[src/rtl/cpu_trace_emitter.sv]
// Serialises CPU write-back events into the ASCII trace stream read by cpu_checker,
// one character per clock: "^<time>@<pc>: $<reg> <= <data>#" or "... *<addr> ...".
module cpu_trace_emitter (
   input  logic        clk,
   input  logic        reset,
   input  logic        req_valid,
   output logic        req_ready,
   input  logic        req_type,
   input  logic [13:0] req_time,
   input  logic [31:0] req_pc,
   input  logic [4:0]  req_reg,
   input  logic [31:0] req_addr,
   input  logic [31:0] req_data,
   output logic [7:0]  char_out,
   output logic        char_valid,
   output logic        busy
);

   typedef enum logic [3:0] {
      S_IDLE, S_CARET, S_TIME, S_AT, S_PC, S_COLON, S_SP, S_PREFIX,
      S_REG, S_ADDR, S_SP2, S_LT, S_EQ, S_SP3, S_DATA, S_SHARP
   } state_t;

   state_t      state_q, state_d;
   logic [3:0]  cnt_q, cnt_d;
   logic        type_q, type_d;
   logic [13:0] time_q, time_d;
   logic [31:0] pc_q, pc_d;
   logic [4:0]  reg_q, reg_d;
   logic [31:0] addr_q, addr_d;
   logic [31:0] data_q, data_d;
   logic [7:0]  char_d;
   logic        accept;

   // Index of the last decimal digit of a time value already clamped to 9999.
   function automatic logic [1:0] time_last(input logic [13:0] t);
      if (t >= 14'd1000)     return 2'd3;
      else if (t >= 14'd100) return 2'd2;
      else if (t >= 14'd10)  return 2'd1;
      else                   return 2'd0;
   endfunction

   function automatic logic [3:0] time_digit(input logic [13:0] t, input logic [1:0] pos);
      logic [1:0]  e;
      logic [13:0] q;
      e = time_last(t) - pos;
      case (e)
         2'd0:    q = t % 14'd10;
         2'd1:    q = (t / 14'd10) % 14'd10;
         2'd2:    q = (t / 14'd100) % 14'd10;
         default: q = t / 14'd1000;
      endcase
      return q[3:0];
   endfunction

   function automatic logic [3:0] reg_digit(input logic [4:0] r, input logic pos);
      logic [4:0] q;
      if (!pos && r >= 5'd10) q = r / 5'd10;
      else                    q = r % 5'd10;
      return q[3:0];
   endfunction

   function automatic logic [7:0] dec_char(input logic [3:0] v);
      return 8'h30 + {4'h0, v};
   endfunction

   function automatic logic [7:0] hex_char(input logic [31:0] v, input logic [2:0] pos);
      logic [31:0] s;
      s = v >> {~pos, 2'b00};
      return (s[3:0] < 4'd10) ? dec_char(s[3:0]) : 8'h57 + {4'h0, s[3:0]};
   endfunction

   function automatic logic [7:0] field_char(
      input state_t s, input logic [3:0] cnt, input logic typ, input logic [13:0] t,
      input logic [31:0] pc, input logic [4:0] r, input logic [31:0] a, input logic [31:0] d);
      case (s)
         S_CARET:  return "^";
         S_TIME:   return dec_char(time_digit(t, cnt[1:0]));
         S_AT:     return "@";
         S_PC:     return hex_char(pc, cnt[2:0]);
         S_COLON:  return ":";
         S_PREFIX: return typ ? "*" : "$";
         S_REG:    return dec_char(reg_digit(r, cnt[0]));
         S_ADDR:   return hex_char(a, cnt[2:0]);
         S_LT:     return "<";
         S_EQ:     return "=";
         S_SP, S_SP2, S_SP3: return " ";
         S_DATA:   return hex_char(d, cnt[2:0]);
         S_SHARP:  return "#";
         default:  return 8'h00;
      endcase
   endfunction

   assign req_ready = (state_q == S_IDLE) || (state_q == S_SHARP);
   assign accept    = req_valid && req_ready;
   assign busy      = char_valid;

   // The output register is loaded from the *next* state so '^' appears the cycle after accept.
   always_comb begin
      // NOTE: every always_comb output gets a default first; a missed branch would otherwise infer a latch.
      state_d = state_q;
      cnt_d   = 4'd0;
      type_d  = accept ? req_type : type_q;
      time_d  = accept ? ((req_time > 14'd9999) ? 14'd9999 : req_time) : time_q;
      pc_d    = accept ? req_pc   : pc_q;
      reg_d   = accept ? req_reg  : reg_q;
      addr_d  = accept ? req_addr : addr_q;
      data_d  = accept ? req_data : data_q;
      case (state_q)
         S_IDLE:   if (accept) state_d = S_CARET;
         S_CARET:  state_d = S_TIME;
         S_TIME:   if (cnt_q == {2'b00, time_last(time_q)}) state_d = S_AT;
                   else cnt_d = cnt_q + 4'd1;
         S_AT:     state_d = S_PC;
         S_PC:     if (cnt_q == 4'd7) state_d = S_COLON;
                   else cnt_d = cnt_q + 4'd1;
         S_COLON:  state_d = S_SP;
         S_SP:     state_d = S_PREFIX;
         S_PREFIX: state_d = type_q ? S_ADDR : S_REG;
         S_REG:    if (cnt_q == {3'b000, reg_q >= 5'd10}) state_d = S_SP2;
                   else cnt_d = cnt_q + 4'd1;
         S_ADDR:   if (cnt_q == 4'd7) state_d = S_SP2;
                   else cnt_d = cnt_q + 4'd1;
         S_SP2:    state_d = S_LT;
         S_LT:     state_d = S_EQ;
         S_EQ:     state_d = S_SP3;
         S_SP3:    state_d = S_DATA;
         S_DATA:   if (cnt_q == 4'd7) state_d = S_SHARP;
                   else cnt_d = cnt_q + 4'd1;
         S_SHARP:  state_d = accept ? S_CARET : S_IDLE;
         default:  state_d = S_IDLE;
      endcase
      char_d = field_char(state_d, cnt_d, type_d, time_d, pc_d, reg_d, addr_d, data_d);
   end

   always_ff @(posedge clk) begin
      // NOTE: sequential state uses non-blocking assignments so every register sees pre-edge values.
      if (reset) begin
         state_q    <= S_IDLE;
         cnt_q      <= 4'd0;
         char_out   <= 8'h00;
         char_valid <= 1'b0;
      end else begin
         state_q    <= state_d;
         cnt_q      <= cnt_d;
         char_out   <= char_d;
         char_valid <= (state_d != S_IDLE);
      end
   end

   // NOTE: the captured event fields need no reset; they are only read after an accept loads them.
   always_ff @(posedge clk) begin
      if (!reset) begin
         type_q <= type_d;
         time_q <= time_d;
         pc_q   <= pc_d;
         reg_q  <= reg_d;
         addr_q <= addr_d;
         data_q <= data_d;
      end
   end

endmodule

[config.mk]
export PLATFORM = sky130hd
export DESIGN_NAME = cpu_trace_emitter
export DESIGN_NICKNAME = d
export VERILOG_FILES = /design/src/rtl/cpu_trace_emitter.sv
export SDC_FILE = /design/constraint.sdc
export NUM_CORES = 1
export LEC_CHECK = 0
export ABC_CLOCK_PERIOD_IN_PS = 61700
export BUFFER_PORTS_ARGS = -buffer_cell sky130_fd_sc_hd__clkbuf_2
export CAP_MARGIN = 20
export CELL_PAD_IN_SITES_DETAIL_PLACEMENT = 1
export CELL_PAD_IN_SITES_GLOBAL_PLACEMENT = 1
export CORE_MARGIN = 3
export CORE_UTILIZATION = 49
export CTS_CLUSTER_SIZE = 30
export DETAILED_ROUTE_END_ITERATION = 10
export HOLD_SLACK_MARGIN = 0.02
export PLACE_DENSITY_LB_ADDON = 0.1
export SYNTH_ARGS = -nofsm -noshare
export SYNTH_HDL_FRONTEND = slang
export SYNTH_SLANG_ARGS = --single-unit
[constraint.sdc]
create_clock -name clk -period 61.7 [get_ports clk]
set_clock_uncertainty 0.15 [all_clocks]
set_input_delay 6.17 -clock clk [delete_from_list [all_inputs] [get_ports clk]]
set_output_delay 6.17 -clock clk [all_outputs]
set_load 0.02 [all_outputs]
==> results.md <==
- The flow ran to the end, and the final reports show no timing, DRC or antenna violations.
- The maximum frequency from static timing analysis is ~32 MHz.
- Entering global routing, the biggest net connects 97 pins.
- For this configuration, the core starts out at a cell density of between 50 and 60%.
- The count of nets left with antenna violations after detail routing is 0.
- The cell area that synthesis handed to floorplanning was around 0.013 mm².
- The path type of the worst min-delay path is flop to flop.
- The maximum level of the CTS H-tree is 4.
- Setup repair after global routing left no endpoint under its margin.
- Detailed placement finished with a half-perimeter wire length of approximately 31000 µm.
- The tightest hold path in the finished design has a slack of slightly below 400 ps.
- The clock net sink count is approximately 130.
- At the pin with the least slew margin, the transition time is roughly 1000 ps.
- Dividing the detail-routed wire length by the instance count gives about 20 µm.
- The main flop type after synthesis is sky130_fd_sc_hd__edfxtp_1.
- The total clock buffers created by CTS is 17.
- A synthesized cell averages 8.062 µm².
- The number of instances resized during post-cts repair is 0.
- Yosys mapped the design onto between 100 and 150 distinct sky130hd cell types.
- For the worst setup path, the data required time is between 60000 and 70000 ps.
- The startpoint type of the worst setup path is a primary input.
- For this run the aggregate overflow at the end of global routing stands at 0.
- The ratio of cells with drive above 1 in the final layout is 16.64%.
- After clock tree synthesis, the clock-pin slew on the worst setup and hold paths is ~70 ps.
- In the synthesized netlist the async set-or-reset flop fraction comes to 0%.
- The total count of max-transition violations in the final report is 0.
- After the last flow step, the layout net total stands at 1905.
- The area enclosed by the die boundary is between 0.02 and 0.03 mm².
- Of all nets on the critical path, the largest fanout is 50.
- The worst pin sits at a relative slew slack of roughly a third.
- The first TritonRoute pass finished after 5 iterations.
- The largest stage delay on the critical path is about 900 ps.
- Sequential cells were found to cover 28.98% of the synthesized design area.
- The slowest stage of the critical path is the sky130_fd_sc_hd__mux2i_1 cell.
- The total I/O pin count is 130.
- The via count of the routed design is approximately 13000.
- The final-report hold violation count is 0.
- The first global-routing pass estimated slightly below 70000 µm of wire.
- The period utilization is 51.29%.
- The root buffer cell chosen for the clock tree is sky130_fd_sc_hd__clkbuf_16.
- The tool flagged a number of max-cap violations equal to 0.
- The smallest clock period supported by the final layout is computed as 31650 ps.
- The detailed router finished its first iteration with 880 violations.
- The number of buffer cells added on primary ports is approximately 130.
- The die is approximately 170 µm tall.
- The total wire length after detailed routing is 41890 µm.
- The number of flip-flops and latches in the synthesized netlist is about 130.
- The clock latency reported for the late side of the worst-skew pair is roughly 430 ps.
- The post-synth net total is around 1800.
- The routability-driven placement congestion ratio is about 0.94.
- For this run, design rule violations remaining after detail routing come to 0.
- The layout overhead on the synthesized area is 10.90%.
- The die boundary width is between 150 and 200 µm.
- The core box area is about 0.026 mm².
- The deepest clock path buffer count is 2.
- The initial antenna violation count is 1.
- Counting instances, the worst hold path has a depth of 2.
- The via count of the first global-routing pass came to 13270.
- The cell count after synthesis is between 1500 and 2000.
- After detailed routing, the number of vias per cell comes to a little over 6.
- The Yosys step of the flow raised 0 warnings.
- The type of the worst setup path is primary input to flop.
- The clock tree from TritonCTS is yes.
- The cell that appears most often on the critical path is sky130_fd_sc_hd__ha_1.
- The nature of the critical path endpoint is a flop.
- Setup violations remaining at the end of the flow were counted as 0.
- The number of flops mapped to enable cells by yosys is roughly 120.
- In this run the core area contains just under 60 standard-cell rows.
- The global-route total usage across every layer is 28.47%.
- The number of buffers inserted for hold repair after clock tree synthesis is 0.
- The number of buffers added for setup after CTS is 0.
- In the final timing run, aggregate negative setup slack is 0 ps.
- The number of cells on the worst reg-to-reg path is 103.
- At the worst endpoint, the arrival time is ~32000 ps.
[synth_stat cells, types with 13 or more instances]
cell type | number | share of area, %
sky130_fd_sc_hd__nand2_1 | 388 | 11
sky130_fd_sc_hd__nor2_1 | 121 | 3.5
sky130_fd_sc_hd__edfxtp_1 | 116 | 27
sky130_fd_sc_hd__o21ai_0 | 76 | 2.9
sky130_fd_sc_hd__a21oi_1 | 72 | 2.7
sky130_fd_sc_hd__ha_1 | 62 | 5.9
sky130_fd_sc_hd__inv_1 | 59 | 1.7
sky130_fd_sc_hd__mux2i_1 | 55 | 4.2
sky130_fd_sc_hd__nor3_1 | 47 | 1.8
sky130_fd_sc_hd__nand3_1 | 46 | 1.8
sky130_fd_sc_hd__clkbuf_1 | 35 | 1.0
sky130_fd_sc_hd__xnor2_1 | 34 | 2.3
sky130_fd_sc_hd__mux2_2 | 31 | 2.7
sky130_fd_sc_hd__a211oi_1 | 24 | 1.4
sky130_fd_sc_hd__o21a_1 | 24 | 1.4
sky130_fd_sc_hd__a31oi_1 | 19 | 0.91
sky130_fd_sc_hd__or3_1 | 18 | 0.86
sky130_fd_sc_hd__nand4_1 | 17 | 0.81
sky130_fd_sc_hd__o22ai_1 | 17 | 0.81
sky130_fd_sc_hd__dfxtp_1 | 16 | 2.4
sky130_fd_sc_hd__o31ai_1 | 16 | 0.92
sky130_fd_sc_hd__and2_1 | 15 | 0.71
sky130_fd_sc_hd__nand2b_1 | 15 | 0.71
sky130_fd_sc_hd__xor2_1 | 15 | 1.0
sky130_fd_sc_hd__nor4_1 | 14 | 0.67
sky130_fd_sc_hd__buf_1 | 13 | 0.37
[layer usage]
layer  vias up  part of all wire, %  GRT usage, %
li1       6190                    -             -
met1      6332                   43         35.15
met2       292                   50         50.52
met3        81                  3.2         3.424
met4         0                  3.5         11.42
met5         -                    0             0
[final timing paths]
kind	from	end	slack (ps)
worst min-delay path	data_q[0]$_DFFE_PN_	data_q[0]$_DFFE_PN_	400
worst max register to register	state_q[3]$_SDFF_PP0_	char_out[0]$_SDFF_PP0_	34610
worst max-delay path	req_valid	char_out[0]$_SDFF_PP0_	30050
worst min register to register	data_q[0]$_DFFE_PN_	data_q[0]$_DFFE_PN_	400
[cell usage in the layout (no fill, tap or decap), drive strengths merged, types with 16 or more instances in the layout]
cell type and instances:
nand2 389, clkbuf 145, nor2 122, edfxtp 116, o21ai 87, a21oi 76
inv 69, ha 62, mux2i 57, nor3 48, nand3 48, xnor2 35
mux2 34, a211oi 27, o21a 25, a31oi 20, o31ai 20, or3 18
nand4 17, o22ai 17, nand2b 17, dfxtp 16, nor4 16
[sequential cells by signal, indices dropped and copies added (netlist names)]
register  flops
addr_q       32
data_q       32
pc_q         32
time_q       14
char_out      7
reg_q         5
cnt_q         4
state_q       4
busy          1
type_q        1
[critical path: cells and delay by family]
kind	cells	cell delay, ps
xor gates and xnor gates	2	370
and+or+nand+nor	39	10170
muxes	5	2160
buffers and inverters	6	720
AOI/OAI and AO/OA	38	8050
adders and majority gates	13	4120
[cell families (layout without fill, tap and decap cells)]
family	count (synthesis)	in the layout	share of synthesized area [%]
AO/OA/AOI/OAI	406	406	23.38
XOR/XNOR	50	50	3.394
buffers and inverters	129	238	4.442
AND/OR/NAND/NOR	757	757	26.52
adder cells (fa/ha/maj)	62	62	5.910
other	1	2	0.02857
multiplexers	91	91	7.350
flip-flops	132	132	28.98
[cell type report]
type | instances | area, µm²
Antenna cell | 1 | 2.502
Clock buffer | 17 | 425.4
Clock inverter | 15 | 138.9
Fill cell | 3287 | 11650
Inverter | 63 | 239.0
Multi-Input combinational cell | 1367 | 8776
Sequential cell | 132 | 3804
Tap cell | 335 | 419.2
Timing Repair Buffer | 143 | 750.7
[through the flow]
stage          utilization, %  cells  cell area (µm²)  worst slack (ps)
4_1_cts                 55.51   2071            14550             30240
5_1_grt                 55.54   2073            14560             27770
2_1_floorplan               -   1628            13130             33170
6_report                55.54   2073            14560             30050
3_3_place_gp            53.36   2039            13980             31210
3_5_place_dp            53.36   2039            13980             29880
Power is not shown: default switching activity piles up to over one toggle a cycle in this logic, so the estimate is an artifact.
